--- src/rtl/wrr_packet_arbiter_if.sv ---
// Request/response bundle for wrr_packet_arbiter: NREQ sources in, one stream out.
// Handshake: a beat moves when valid & ready are high in the same cycle; a source
// holds valid (and its fields) until it sees ready; ready may depend on valid.
interface wrr_packet_arbiter_if #(
  parameter int NREQ     = 4,
  parameter int DATA_W   = 32,
  parameter int WEIGHT_W = 4
);
  localparam int IDX_W = $clog2(NREQ);

  logic [NREQ*WEIGHT_W-1:0] weight;
  logic [NREQ-1:0]          req_valid;
  logic [NREQ-1:0]          req_last;
  logic [NREQ*DATA_W-1:0]   req_data;
  logic [NREQ-1:0]          req_ready;
  logic                     out_valid;
  logic                     out_last;
  logic [DATA_W-1:0]        out_data;
  logic [IDX_W-1:0]         out_idx;
  logic                     out_ready;
  logic [NREQ-1:0]          grant;

  modport slave (
    input  weight, req_valid, req_last, req_data, out_ready,
    output req_ready, out_valid, out_last, out_data, out_idx, grant
  );

  modport master (
    output weight, req_valid, req_last, req_data, out_ready,
    input  req_ready, out_valid, out_last, out_data, out_idx, grant
  );
endinterface

--- src/rtl/wrr_packet_arbiter.sv ---
// Weighted round-robin packet arbiter: a source keeps the grant for a whole packet
// and for up to weight[i] consecutive packets before priority moves past it.
module wrr_packet_arbiter #(
  parameter int NREQ     = 4,
  parameter int DATA_W   = 32,
  parameter int WEIGHT_W = 4
) (
  input  logic                     clock,
  input  logic                     reset,
  wrr_packet_arbiter_if.slave      bus,
  output logic                     dbg_state,
  output logic [$clog2(NREQ)-1:0]  dbg_ptr,
  output logic [WEIGHT_W-1:0]      dbg_credit,
  output logic [$clog2(NREQ)-1:0]  dbg_lock_idx
);
  localparam int IDX_W = $clog2(NREQ);

  typedef enum logic {IDLE = 1'b0, LOCKED = 1'b1} state_t;

  state_t              state, state_n;
  logic [IDX_W-1:0]    ptr, ptr_n, lock_idx, lock_n, win;
  logic [WEIGHT_W-1:0] credit, credit_n, wsel, wnext;
  logic [WEIGHT_W:0]   ew, used, ew_next;
  logic [IDX_W:0]      scan, inc;
  logic                found, xfer, last_s;
  logic [NREQ-1:0]     grant_s;

  // Winner selection: LOCKED pins the winner, IDLE scans from ptr with wrap.
  always_comb begin
    win   = ptr;
    found = 1'b0;
    scan  = '0;
    if (state == LOCKED) begin
      win   = lock_idx;
      found = bus.req_valid[lock_idx];
    end else begin
      for (int k = 0; k < NREQ; k++) begin
        scan = {1'b0, ptr} + (IDX_W+1)'(k);
        if (scan >= (IDX_W+1)'(NREQ)) scan = scan - (IDX_W+1)'(NREQ);
        if (!found && bus.req_valid[scan[IDX_W-1:0]]) begin
          found = 1'b1;
          win   = scan[IDX_W-1:0];
        end
      end
    end
  end

  always_comb begin
    grant_s = '0;
    if (found) grant_s[win] = 1'b1;
    last_s = found & bus.req_last[win];
  end

  assign bus.grant     = grant_s;
  assign bus.out_valid = found;
  assign bus.out_last  = last_s;
  assign bus.out_data  = found ? bus.req_data[win*DATA_W +: DATA_W] : '0;
  assign bus.out_idx   = found ? win : '0;
  assign bus.req_ready = grant_s & {NREQ{bus.out_ready}};

  assign xfer = found & bus.out_ready;

  // Credit accounting: credit only accumulates while the winner is the pointer owner.
  always_comb begin
    state_n  = state;
    ptr_n    = ptr;
    credit_n = credit;
    lock_n   = lock_idx;
    wsel     = bus.weight[win*WEIGHT_W +: WEIGHT_W];
    ew       = (wsel == '0) ? (WEIGHT_W+1)'(1) : {1'b0, wsel};
    used     = ((win == ptr) ? {1'b0, credit} : '0) + (WEIGHT_W+1)'(1);
    inc      = {1'b0, win} + (IDX_W+1)'(1);
    if (inc >= (IDX_W+1)'(NREQ)) inc = '0;
    if (xfer) begin
      if (!last_s) begin
        state_n = LOCKED;
        lock_n  = win;
      end else begin
        state_n = IDLE;
        if (used >= ew) begin
          ptr_n    = inc[IDX_W-1:0];
          credit_n = '0;
        end else begin
          ptr_n    = win;
          credit_n = used[WEIGHT_W-1:0];
        end
      end
    end
    wnext   = bus.weight[ptr_n*WEIGHT_W +: WEIGHT_W];
    ew_next = (wnext == '0) ? (WEIGHT_W+1)'(1) : {1'b0, wnext};
  end

  always_ff @(posedge clock) begin
    if (reset) begin
      state    <= IDLE;
      ptr      <= '0;
      credit   <= '0;
      lock_idx <= '0;
    end else begin
      state    <= state_n;
      ptr      <= ptr_n;
      credit   <= credit_n;
      lock_idx <= lock_n;
    end
  end

  assign dbg_state    = (state == LOCKED);
  assign dbg_ptr      = ptr;
  assign dbg_credit   = credit;
  assign dbg_lock_idx = lock_idx;

  always_ff @(posedge clock) begin
    if (!reset) begin
      assert ($onehot0(grant_s));
      if (state == LOCKED) assert ((grant_s & ~(NREQ'(1) << lock_idx)) == '0);
      if (xfer && last_s) assert ({1'b0, credit_n} < ew_next);
    end
  end
endmodule

--- src/flat_wrapper.sv ---
// flat-port wrapper written by rule: the top's interface ports become plain ports
module wrr_packet_arbiter_flat 
#(
  parameter int NREQ     = 4,
  parameter int DATA_W   = 32,
  parameter int WEIGHT_W = 4
)
  (clock, reset, dbg_state, dbg_ptr, dbg_credit, dbg_lock_idx, bus_weight, bus_req_valid, bus_req_last, bus_req_data, bus_out_ready, bus_req_ready, bus_out_valid, bus_out_last, bus_out_data, bus_out_idx, bus_grant);
  wrr_packet_arbiter_if #(.NREQ(NREQ), .DATA_W(DATA_W), .WEIGHT_W(WEIGHT_W)) bus_i ();
  input  logic clock;
  input  logic reset;
  output logic dbg_state;
  output logic [$clog2(NREQ)-1:0] dbg_ptr;
  output logic [WEIGHT_W-1:0] dbg_credit;
  output logic [$clog2(NREQ)-1:0] dbg_lock_idx;
  input wire logic [$bits(bus_i.weight)-1:0] bus_weight;
  input wire logic [$bits(bus_i.req_valid)-1:0] bus_req_valid;
  input wire logic [$bits(bus_i.req_last)-1:0] bus_req_last;
  input wire logic [$bits(bus_i.req_data)-1:0] bus_req_data;
  input wire logic [$bits(bus_i.out_ready)-1:0] bus_out_ready;
  output wire logic [$bits(bus_i.req_ready)-1:0] bus_req_ready;
  output wire logic [$bits(bus_i.out_valid)-1:0] bus_out_valid;
  output wire logic [$bits(bus_i.out_last)-1:0] bus_out_last;
  output wire logic [$bits(bus_i.out_data)-1:0] bus_out_data;
  output wire logic [$bits(bus_i.out_idx)-1:0] bus_out_idx;
  output wire logic [$bits(bus_i.grant)-1:0] bus_grant;
  assign bus_i.weight = bus_weight;
  assign bus_i.req_valid = bus_req_valid;
  assign bus_i.req_last = bus_req_last;
  assign bus_i.req_data = bus_req_data;
  assign bus_i.out_ready = bus_out_ready;
  assign bus_req_ready = bus_i.req_ready;
  assign bus_out_valid = bus_i.out_valid;
  assign bus_out_last = bus_i.out_last;
  assign bus_out_data = bus_i.out_data;
  assign bus_out_idx = bus_i.out_idx;
  assign bus_grant = bus_i.grant;
  wrr_packet_arbiter #(.NREQ(NREQ), .DATA_W(DATA_W), .WEIGHT_W(WEIGHT_W)) u_core (.clock(clock), .reset(reset), .bus(bus_i), .dbg_state(dbg_state), .dbg_ptr(dbg_ptr), .dbg_credit(dbg_credit), .dbg_lock_idx(dbg_lock_idx));
endmodule
--- config.mk ---
export PLATFORM = sky130hd
export DESIGN_NAME = wrr_packet_arbiter_flat
export DESIGN_NICKNAME = d
export VERILOG_FILES = /design/src/rtl/wrr_packet_arbiter_if.sv /design/src/rtl/wrr_packet_arbiter.sv /design/src/flat_wrapper.sv
export SDC_FILE = /design/constraint.sdc
export NUM_CORES = 1
export LEC_CHECK = 0
export BUFFER_PORTS_ARGS = -buffer_cell sky130_fd_sc_hd__buf_2
export CAP_MARGIN = 20
export CORE_ASPECT_RATIO = 1.1
export CORE_MARGIN = 2
export CORE_UTILIZATION = 40
export CTS_CLUSTER_SIZE = 20
export DETAILED_ROUTE_END_ITERATION = 12
export GPL_ROUTABILITY_DRIVEN = 0
export GPL_TIMING_DRIVEN = 1
export MAX_ROUTING_LAYER = met4
export PLACE_DENSITY = 0.84
export SLEW_MARGIN = 20
export SYNTH_ARGS = -nofsm -noshare
export SYNTH_HDL_FRONTEND = slang
export SYNTH_SLANG_ARGS = --single-unit
--- constraint.sdc ---
create_clock -name clock -period 5.3 [get_ports clock]
set_clock_uncertainty 0.2 [all_clocks]
set_input_delay 0.265 -clock clock [delete_from_list [all_inputs] [get_ports clock]]
set_output_delay 0.265 -clock clock [all_outputs]
set_load 0.01 [all_outputs]
# Yosys cells after proc, flatten, opt, wreduce, memory -nomap -nowiden
# Cells that the tools add are included.
# W data, S select, Z words.
[word_totals]
reg_bits = 9
latchBits = 0
mem_bits_rw = 0
mem_bits_ro = 0
inputBits = 155
out_inout_bits = 53
elab_cells = 87
n_memories = 0
[classes]
n_addsub = 9
n_mul = 0
n_div = 0
n_lt_le_gt_ge = 13
eq_ne = 1
n_shift = 2
n_mux = 44
bitwise = 4
reduce_logical = 10
[ops]
columns = ["cell", "count"]
rows = [
  ["$shiftx A128 B8 Y32", 1],
  ["$mux W2", 16],
  ["$mux W32", 1],
  ["$lt A2 B3 Y1 const B", 6],
  ["$mux W1", 16],
  ["$mux W4", 4],
  ["$shiftx A16 B5 Y4", 1],
  ["$bmux W1 S2", 6],
  ["$ge A3 B3 Y1 const B", 4],
  ["$sub A2 B1 Y2 const B", 4],
  ["$add A2 B1 Y3 const B", 2],
  ["$add A2 B2 Y3 const B", 2],
  ["$add A5 B1 Y5 const B", 1],
  ["$ge A5 B5 Y1", 1],
  ["$and A4 B4 Y4", 1],
  ["$logic_and A1 B1 Y1", 4],
  ["$logic_not A4 Y1", 1],
  ["$reduce_and A2 Y1", 2],
  ["$ge A2 B3 Y1 const B", 1],
  ["$logic_not A1 Y1", 3],
  ["$and A1 B1 Y1", 2],
  ["$demux W1 S2", 1],
  ["$eq A2 B2 Y1", 1],
  ["$ge A2 B1 Y1 const B", 1],
  ["$not A1 Y1", 1],
]

# Longest topological paths before layout
# Gate-level depths: netlist of the first run.
[depth]
ltp_word = 25
ltp_mapped = 18
ltp_nobuf = 16

# Worst setup path after synthesis of the first run
# Ideal clock, no wire load.
[synth_path]
path_kind = "register -> register"
from = "register u_core.ptr[0] (netlist: u_core.dbg_ptr[0])"
to = "register u_core.ptr[1] (netlist: u_core.dbg_ptr[1])"
setup_time_ns = 0.087
arrival_time_ns = 3.531
required_time_ns = 5.013
setup_slack_ns = 1.482
stages_incl_launch_ff = 17
n_path_buf = 2
period_less_slack_ns = 3.818
cell_sequence = "dfxtp_1 clkbuf_1 o221a_2 o22ai_1 or2_1 buf_4 mux2i_1 mux2_2 a31o_2 ha_1 nand2b_1 a21oi_1 nor2_1 a211oi_1 o21ai_1 mux2i_1 o31ai_1"
[synth_via]
elab_chain_len = 24
word_cells_on_any_way = 62
cone_classes = "add/sub: 9; order compare: 6; eq/ne: 1; shift: 1; mux: 35; bitwise: 2; reduce/logical: 8"
[synth_lines]
columns = ["element", "line_no", "source"]
rows = [
  ["start: declaration", "wrr_packet_arbiter.sv:21", "logic [IDX_W-1:0] ptr, ptr_n, lock_idx, lock_n, win;"],
  ["start signal: assignment", "wrr_packet_arbiter.sv:101", "ptr <= ptr_n;"],
  ["$ge A2 B3 Y1 or $sub A2 B1 Y2 (tied branches)", "wrr_packet_arbiter.sv:39", "if (scan >= (IDX_W+1)'(NREQ)) scan = scan - (IDX_W+1)'(NREQ);"],
  ["$mux W2", "wrr_packet_arbiter.sv:39", ""],
  ["$mux W2", "wrr_packet_arbiter.sv:33", "if (state == LOCKED) begin"],
  ["$bmux W1 S2", "wrr_packet_arbiter.sv:40", "if (!found && bus.req_valid[scan[IDX_W-1:0]]) begin"],
  ["$mux W1 (not written as such)", "wrr_packet_arbiter.sv:40", ""],
  ["$mux W1", "wrr_packet_arbiter.sv:40", ""],
  ["$mux W1", "wrr_packet_arbiter.sv:33", ""],
  ["$logic_not A1 Y1", "wrr_packet_arbiter.sv:40", ""],
  ["[8 not listed]", "--", ""],
  ["$logic_and A1 B1 Y1", "wrr_packet_arbiter.sv:40", ""],
  ["$mux W2", "wrr_packet_arbiter.sv:40", ""],
  ["$mux W2", "wrr_packet_arbiter.sv:33", ""],
  ["$shiftx A16 B5 Y4 or $eq A2 B2 Y1 (tied branches)", "wrr_packet_arbiter.sv:69, wrr_packet_arbiter.sv:71", ""],
  ["$logic_not A4 Y1 or $mux W4 (tied branches)", "wrr_packet_arbiter.sv:70, wrr_packet_arbiter.sv:71", ""],
  ["$mux W4 or $add A5 B1 Y5 (tied branches)", "wrr_packet_arbiter.sv:70, wrr_packet_arbiter.sv:71", ""],
  ["$ge A5 B5 Y1", "wrr_packet_arbiter.sv:80", "if (used >= ew) begin"],
  ["$mux W2", "wrr_packet_arbiter.sv:80", ""],
]
# Parallel ways exist; a longest one is shown, timed or not. The select of a mux whose other input is x is not followed.
# A chain may end at the register's enable or synchronous reset.

# Worst setup path after layout of the first run
[layout_path]
from = "register u_core.ptr[1] (netlist: u_core.dbg_ptr[1])"
to = "register u_core.ptr[1] (netlist: u_core.dbg_ptr[1])"
# The elaborated chain is that of the path after synthesis.

==> flow_summary.toml, run 1 <==
[timing]
finalSetupViolations = 0
fmax_mhz = 208
rsz0062_at_grt = "no"
finalSetupTns_ns = 0
finalCritPeriodShare = 0.906
whs_ns = 0.180
hold_violations = 0
relSlewSlack = 0.382
worst_pin_slew_ns = 0.925
period_minus_slack_ns = 4.80
report.final.slew_viol_count = 0

[critical_path]
crit_buf_inv = 0
cp.required_ns = 5.24
path_depth = 15
worst_setup_path_end_kind = "flip-flop"
crit_path_frequent_cell = "mux2i_1"
reg2reg_slack_ns = 0.50
critPathTopFamily = "compound AO/OA/AOI/OAI gates"
critical_path_class = "reg -> reg"
critPathMaxFanout = 18
crit_path_cell_trace = "nand2_1, o221a_2, o22ai_1, or2_2, mux2i_1, mux2_2, a31o_2, ha_1, nand2b_1, a21oi_1, nor2_1, a211oi_1, o21ai_1, mux2i_1, o31ai_1"
critical_path.max_stage_delay_ns = 0.67
r2r-end = "u_core.dbg_ptr[1]"
r2r-start = "u_core.dbg_ptr[1]"
critPathSlowestCell = "dfxtp_1"
cp-start-kind = "flip-flop"
cp.arrival_ns = 4.74
rr_worst_depth = 15

[route]
detail-route-antenna-nets = 0
routed_wl_um = 9570
dr.first_iter.drc_count = 197
routedWlPerCell_um = 14.8
dr.pass1.iters = 5
drc = 0
vias_per_cell = 5.53
vias = 3581

[synth]
ys_ff_latch = 9
synthFlopType = "dfxtp_1"
synth-edff-count = 0
yosys.area.top_type_share = 0.208
syn-num-nets = 554
seq_area_frac_synth = 0.0741
postSynth.asyncResetShare = 0
yosysWarnings = 0
synth_cells = 389
synth_area_leaders = "nand2_1, a311oi_1, and3_1"
syn_avg_cell_area_um2 = 6.25
yosys.area.top_type = "nand2_1"
synthesis.area_um2 = 2430
synthDistinctLibCells = 52

[cts]
postCtsSetupRepairBufs = 0
cts_num_sinks = 9
cts_buffers = 3
ctsResizeCount = 0
h-tree-depth = 1
cts-root-buf = "clkbuf_8"
clk-insertion-delay-late_ns = 0.24
clock_path_buffers = 2
cts_tree = "yes"
postCtsHoldBufs = 0
clk_pin_slew_ns = 0.05

[power]
ir_worst_vdd_v = 0.000171
power.leakage_nw = 1.93
power_density_nw_per_um2 = 232

[layout]
n_antenna_cell = 0
synthToLayoutAreaGrowth_pct = 42.8
final_util = 0.598
fillCellCount = 566
fin_cells = 648
final_cell_area_um2 = 3470
drive_gt1_frac = 0.412
nets = 737

[floorplan]
die_w_um = 78.4
core_um2 = 5810
die_y_um = 85.8
io_pins = 208
initial_core_util = 0.419
row_count = 29
design.die.area_um2 = 6720

[min_path]
hold_end = "u_core.dbg_ptr[0]"
hold_depth = 2
hold_path_startpoint = "reset"
min_path_type = "in -> reg"

[global_routing]
busiest_layer = "met2"
met2_usage = 0.495
grt_pass1_wl_um = 14700
grt_max_degree = 70
met1_usage = 0.308
first_global_vias = 3274
grt_overflow_total = 0
grt.total_usage = 0.268
antenna_found_initial = 0
gr-usage-met3 = 0.0347

[job]
drv_cap = 0

[placed_design]
io_buffers = 207
place_inst = 644
dpl.hpwl_um = 7550
placed_cell_area_um2 = 3430

[run_status]
status = "finished clean"
## placed cells by master (no fill, tap or decap), types with 7 or more instances in the layout
cell type and count:
nor3_1 7, a311oi_1 32, buf_2 207, ha_1 10, and3_1 34, inv_1 13
nor2_1 18, nand2_1 135, dfxtp_1 9, nand2b_1 9, mux2i_1 10
## through the flow
stage	worst slack (ns)	power [W]
floorplan	1.48	0.000514
global placement	0.861	0.000706
detailed placement	0.706	0.000720
CTS	0.611	0.000803
global route	0.252	0.000872
finish	0.496	0.000807
## Yosys cell counts, types with 3 or more instances
master,count
a211oi_1,4
a21oi_1,5
a311oi_1,32
and2_1,3
and3_1,34
buf_2,8
buf_4,11
clkbuf_1,13
dfxtp_1,9
ha_1,10
inv_1,13
mux2_2,5
mux2i_1,10
nand2_1,135
nand2b_1,9
nand3b_1,5
nor2_1,18
nor2b_1,4
nor3_1,8
nor3b_1,3
o21ai_1,3
o221a_2,3
o31ai_1,4
xnor2_1,3
## worst reg2reg max path, cell delays in order (launching register included)
cell	delay [ns]
dfxtp_1	0.67
nand2_1	0.19
o221a_2	0.30
o22ai_1	0.26
or2_2	0.42
mux2i_1	0.14
mux2_2	0.29
a31o_2	0.25
ha_1	0.25
nand2b_1	0.14
a21oi_1	0.13
nor2_1	0.06
a211oi_1	0.59
o21ai_1	0.31
mux2i_1	0.21
o31ai_1	0.29
## per-layer routing
metal	part of all wire	wire, um
met2	0.51	4900
met5	0	0
met4	0.021	199
met3	0.085	818
met1	0.38	3660
## state kept, by name (all words and copies together), names as in the netlist
signal,flops
u_core.dbg_ptr,2
u_core.dbg_credit,4
u_core.dbg_lock_idx,2
u_core.dbg_state,1
## area by class of cell
class                           count  area (um^2)  share of cell area
Clock buffer                        4         45.0              0.0130
Inverter                           14         52.6              0.0151
Multi-Input combinational cell    332         2030               0.583
Sequential cell                     9          180              0.0519
Tap cell                           77         96.3              0.0277
Timing Repair Buffer              212         1070               0.309
## worst max path at each step
stage,slack (ns),endpoint,startpoint
CTS,0.61,u_core.dbg_ptr[1],u_core.dbg_ptr[1]
detailed placement,0.71,u_core.dbg_ptr[1],u_core.dbg_ptr[1]
floorplan,1.48,u_core.dbg_ptr[1],u_core.dbg_ptr[0]
finish,0.50,u_core.dbg_ptr[1],u_core.dbg_ptr[1]
global route,0.25,u_core.dbg_ptr[1],u_core.dbg_ptr[1]
global placement,0.86,u_core.dbg_ptr[1],u_core.dbg_ptr[1]
## logic make-up (layout without fill, tap and decap cells)
| group | Yosys count | count (layout) | synth area share |
|---|---|---|---|
| and+or+nand+nor | 226 | 226 | 0.424 |
| muxes | 16 | 16 | 0.0736 |
| AOI/OAI and AO/OA | 76 | 76 | 0.267 |
| buffers and inverters | 48 | 230 | 0.0952 |
| xor gates and xnor gates | 4 | 4 | 0.0144 |
| adders and majority gates | 10 | 10 | 0.0514 |
| DFF | 9 | 9 | 0.0741 |
## power by group
group / switching, W / internal [W] / total [W]
logic: 0.000367 / 0.000269 / 0.000636
registers: 0.0000139 / 0.0000737 / 0.0000876
clock network: 0.0000302 / 0.0000527 / 0.0000829
Note: power is estimated with default switching activity, not from simulation.
==> run 2: changes to the inputs <==
==> constraint.sdc (replaced) <==
create_clock -name clock -period 5.3 [get_ports clock]
set_clock_uncertainty 0.2 [all_clocks]
set_input_delay 0.53 -clock clock [delete_from_list [all_inputs] [get_ports clock]]
set_output_delay 0.53 -clock clock [all_outputs]
set_load 0.01 [all_outputs]
==> run 2 against run 1 <==
Final cell count up 0.15%; worst setup slack worse by 0.070 ns; critical path depth did not move; cell area rose by 0.29%; highest routed layer unchanged; die area stayed put; via count stayed put; core utilization up 0.17 points; maximum frequency fell by 1.4%; clock power is 4.8% lower; total power about the same; sequential power is essentially flat; sequential cell count stayed put.
==> flow_summary.toml, run 2 (same netlist as run 1, synthesis figures left out) <==
[cts]
clk_pin_slew_ns = 0.05
cts_tree = "yes"
clk-insertion-delay-late_ns = 0.23
postCtsHoldBufs = 0
cts_num_sinks = 9
postCtsSetupRepairBufs = 0
clock_path_buffers = 2
h-tree-depth = 1
cts_buffers = 3
cts-root-buf = "clkbuf_8"

[min_path]
min_path_type = "reg -> reg"

[layout]
nets = 738
fillCellCount = 581
n_antenna_cell = 0
final_cell_area_um2 = 3480
fin_cells = 649
synthToLayoutAreaGrowth_pct = 43.2
largest_reg_flops = 4
drive_gt1_frac = 0.413
final_cell_mix = "buf_2, nand2_1, and3_1"
final_common_cell = "buf_2"

[floorplan]
design.die.area_um2 = 6720
initial_core_util = 0.419
core_um2 = 5810
io_pins = 208
row_count = 29
die_y_um = 85.8
die_w_um = 78.4

[timing]
period_minus_slack_ns = 4.87
relSlewSlack = 0.317
hold_violations = 0
report.final.slew_viol_count = 0
finalSetupViolations = 0
rsz0062_at_grt = "no"
worst_pin_slew_ns = 1.02
finalSetupTns_ns = 0
finalCritPeriodShare = 0.920
fmax_mhz = 205

[critical_path]
cp.arrival_ns = 4.82
worst_setup_path_end_kind = "flip-flop"
critical_path_class = "reg -> reg"
cp-start-kind = "flip-flop"
cp.required_ns = 5.25
critPathMaxFanout = 31

[placed_design]
dpl.hpwl_um = 7500
placed_cell_area_um2 = 3440
io_buffers = 207
place_inst = 645

[run_status]
status = "finished clean"

[power]
seq_power_share = 0.109
power.leakage_nw = 1.94
switching_share = 0.506
p_comb_frac = 0.793
ir_worst_vdd_v = 0.000145
pwr-share-clk = 0.098
p_sw_w = 0.000408
p_int_w = 0.000398
power_density_nw_per_um2 = 232

[global_routing]
grt.total_usage = 0.273
grt_overflow_total = 0
first_global_vias = 3252
grt_max_degree = 70
antenna_found_initial = 0
grt_pass1_wl_um = 14800

[route]
detail-route-antenna-nets = 0
vias = 3581
routed_wl_um = 9710
vias_per_cell = 5.52
drc = 0
dr.pass1.iters = 5
routedWlPerCell_um = 15.0
dr.first_iter.drc_count = 187

[job]
drv_cap = 0
## run 2: final timing paths
kind                          end  slack, ns  cells past startpoint            startpoint
min          u_core.dbg_credit[0]       0.33                      2  u_core.dbg_credit[0]
max             u_core.dbg_ptr[1]       0.43                     15     u_core.dbg_ptr[1]
min reg2reg  u_core.dbg_credit[0]       0.33                      2  u_core.dbg_credit[0]
max reg2reg     u_core.dbg_ptr[1]       0.43                     15     u_core.dbg_ptr[1]
## run 2: metrics by stage
step                total power, W   util  hold slack, ns  setup WS, ns
floorplan                 0.000514      -           0.324          1.30
global placement          0.000709  0.592           0.295         0.626
detailed placement        0.000723  0.592           0.331         0.408
CTS                       0.000805  0.600           0.339         0.311
global route              0.000878  0.600           0.379         0.160
finish                    0.000807  0.600           0.333         0.425
## run 2: final cells by class
cell class                 instances  area, um^2  share of cell area
sequential                         9         180              0.0517
multi-input combinational        332        2030               0.582
timing repair buffer             213        1080               0.310
clock buffer                       4        45.0              0.0129
tap                               77        96.3              0.0277
inverter                          14        52.6              0.0151
## run 2: metal layers
layer	share of wire	global-route usage	up-vias
met1	0.40	0.321	1649
met2	0.51	0.498	164
met5	0	-	-
met3	0.072	0.0326	18
met4	0.018	0.0622	0
li1	-	-	1750
## run 2: power by group through the flow
stage | clock network [W] | registers, W | logic, W
2_1_floorplan | 0 | 0.0000830 | 0.000431
3_3_place_gp | 0 | 0.0000874 | 0.000622
3_5_place_dp | 0 | 0.0000882 | 0.000635
4_1_cts | 0.0000799 | 0.0000873 | 0.000638
5_1_grt | 0.0000832 | 0.0000893 | 0.000705
6_report | 0.0000789 | 0.0000878 | 0.000640
## run 2: critical path, stage by stage (launching register included)
cell and delay (ns):
dfxtp_1 0.69, nand2_1 0.20, o221a_2 0.31, o22ai_1 0.25, or2_4 0.44, mux2i_1 0.14
mux2_2 0.30, a31o_2 0.25, ha_1 0.26, nand2b_1 0.15, a21oi_1 0.14, nor2_1 0.07
a211oi_1 0.65, o21ai_1 0.32, mux2i_1 0.20, o31ai_1 0.23
## run 2: repair_timing
| action | in CTS | in global routing |
|---|---|---|
| endpoints found under the hold margin | 0 | 0 |
| endpoints found under the setup margin | 0 | 1 |
| resized for setup | 0 | 1 |
==> run 3: changes to the inputs <==
- clock period: 5.3 -> 4.6 ns (I/O delays scaled with it)
==> run 3 against run 2 <==
Register-to-register slack worse by 0.03 ns; combinational power is 15% higher; sequential cell count stayed put; sequential power is 14% higher; critical path depth is 1 higher; clock power is 23% higher; non-clock buffer count stayed put; die area stayed put; total power is 16% higher; critical path type unchanged; critical endpoint unchanged.
==> flow_summary.toml, run 3 (same netlist as run 1, synthesis figures left out) <==
[power]
power_w = 0.000934
switching_share = 0.510
power_density_nw_per_um2 = 268
pwr-share-clk = 0.104
power.leakage_nw = 1.94
p_comb_frac = 0.789
p_int_w = 0.000458
ir_worst_vdd_v = 0.000171
p_sw_w = 0.000476
seq_power_share = 0.107

[timing]
rsz0062_at_grt = "no"
relSlewSlack = 0.379
finalCritPeriodShare = 0.915
hold_violations = 0
period_minus_slack_ns = 4.21
finalSetupViolations = 0
fmax_mhz = 238
report.final.slew_viol_count = 0
worst_pin_slew_ns = 0.931
setup_ws_ns = 0.393
finalSetupTns_ns = 0

[cts]
cts_num_sinks = 9
ctsResizeCount = 0
cts-root-buf = "clkbuf_8"
postCtsHoldBufs = 0
clk-insertion-delay-late_ns = 0.24
cts_buffers = 3
h-tree-depth = 1
postCtsSetupRepairBufs = 0
cts_tree = "yes"
clk_pin_slew_ns = 0.05
clock_path_buffers = 2

[placed_design]
placed_cell_area_um2 = 3440
io_buffers = 207
place_ws_ns = 0.382
dpl.hpwl_um = 7710

[floorplan]
design.die.area_um2 = 6720
initial_core_util = 0.419
die_y_um = 85.8
core_um2 = 5810
io_pins = 208
die_w_um = 78.4
row_count = 29

[critical_path]
cp-start-kind = "flip-flop"
crit_start = "u_core.dbg_ptr[1]"
cp.arrival_ns = 4.16
r2r-end = "u_core.dbg_ptr[1]"
critPathMaxFanout = 14
rr_worst_depth = 16
critical_path.endpoint = "u_core.dbg_ptr[1]"
reg2reg_slack_ns = 0.39
r2r-start = "u_core.dbg_ptr[1]"
critical_path_class = "reg -> reg"
cp.required_ns = 4.55
worst_setup_path_end_kind = "flip-flop"

[global_routing]
grt_overflow_total = 0
grt_pass1_wl_um = 15200
grt_max_degree = 70
first_global_vias = 3346
antenna_found_initial = 0
grt.total_usage = 0.280

[layout]
final_cell_area_um2 = 3480
final_cell_mix = "buf_2, nand2_1, and3_1"
largest_reg_flops = 4
fillCellCount = 584
synthToLayoutAreaGrowth_pct = 43.1
nets = 738
n_antenna_cell = 0
final_common_cell = "buf_2"
drive_gt1_frac = 0.413

[route]
drc = 0
vias = 3602
vias_per_cell = 5.55
dr.first_iter.drc_count = 206
dr.pass1.iters = 5
detail-route-antenna-nets = 0
routed_wl_um = 9710
routedWlPerCell_um = 15.0

[run_status]
status = "finished clean"

[job]
drv_cap = 0

[min_path]
min_path_type = "reg -> reg"
-- run 3: cell counts in the layout (fill, tap and decap cells not counted) --
No cell type changed its count.
-- run 3: metrics by stage --
stage | hold WS [ns] | util | instances
after CTS | 0.328 | 0.600 | 649
after floorplan | 0.324 | - | 389
after global placement | 0.302 | 0.592 | 645
after detailed placement | 0.313 | 0.592 | 645
final | 0.326 | 0.600 | 649
after global routing | 0.361 | 0.600 | 649
-- run 3: power by group through the flow --
| stage | logic (W) | clock network (W) | registers, W |
|---|---|---|---|
| after detailed placement | 0.000733 | 0 | 0.000101 |
| after CTS | 0.000735 | 0.0000987 | 0.0000998 |
| after floorplan | 0.000496 | 0 | 0.0000956 |
| after global routing | 0.000811 | 0.000103 | 0.000102 |
| final | 0.000737 | 0.0000969 | 0.000100 |
| after global placement | 0.000718 | 0 | 0.000100 |
-- run 3: metal layers --
layer / track usage / vias up / routed length (um)
met5: - / - / 0
met4: 0.112 / 0 / 292
met3: 0.0400 / 29 / 779
met2: 0.484 / 202 / 4890
met1: 0.325 / 1617 / 3750
li1: - / 1754 / -
-- run 3: worst min-delay path by stage --
| stage | cells after the start | startpoint | slack [ns] | to |
|---|---|---|---|---|
| 2_1_floorplan | 2 | u_core.dbg_credit[0] | 0.32 | u_core.dbg_credit[0] |
| 3_3_place_gp | 2 | u_core.dbg_credit[0] | 0.30 | u_core.dbg_credit[0] |
| 3_5_place_dp | 2 | u_core.dbg_credit[1] | 0.31 | u_core.dbg_credit[1] |
| 4_1_cts | 2 | u_core.dbg_credit[1] | 0.33 | u_core.dbg_credit[1] |
| 5_1_grt | 2 | u_core.dbg_credit[1] | 0.36 | u_core.dbg_credit[1] |
| 6_report | 2 | u_core.dbg_credit[1] | 0.33 | u_core.dbg_credit[1] |
-- run 3: cell type report --
class | count | area, um^2 | share of cell area
clock buffers | 4 | 45.0 | 0.0129
inverters | 14 | 52.6 | 0.0151
multi-input cells | 332 | 2030 | 0.582
flip-flops and latches | 9 | 180 | 0.0518
well taps | 77 | 96.3 | 0.0277
repair buffers | 213 | 1080 | 0.311
-- run 3: worst max-delay path: stages (launching register included) --
cell,delay (ns)
dfxtp_1,0.59
nand2_1,0.17
o221a_2,0.30
o22ai_1,0.25
or2_2,0.38
mux2i_1,0.13
mux2_2,0.29
a31o_2,0.24
ha_1,0.26
nand2b_1,0.15
a21oi_1,0.14
nor2_1,0.06
a211oi_1,0.24
buf_4,0.18
o21ai_1,0.14
mux2i_1,0.16
o31ai_1,0.23
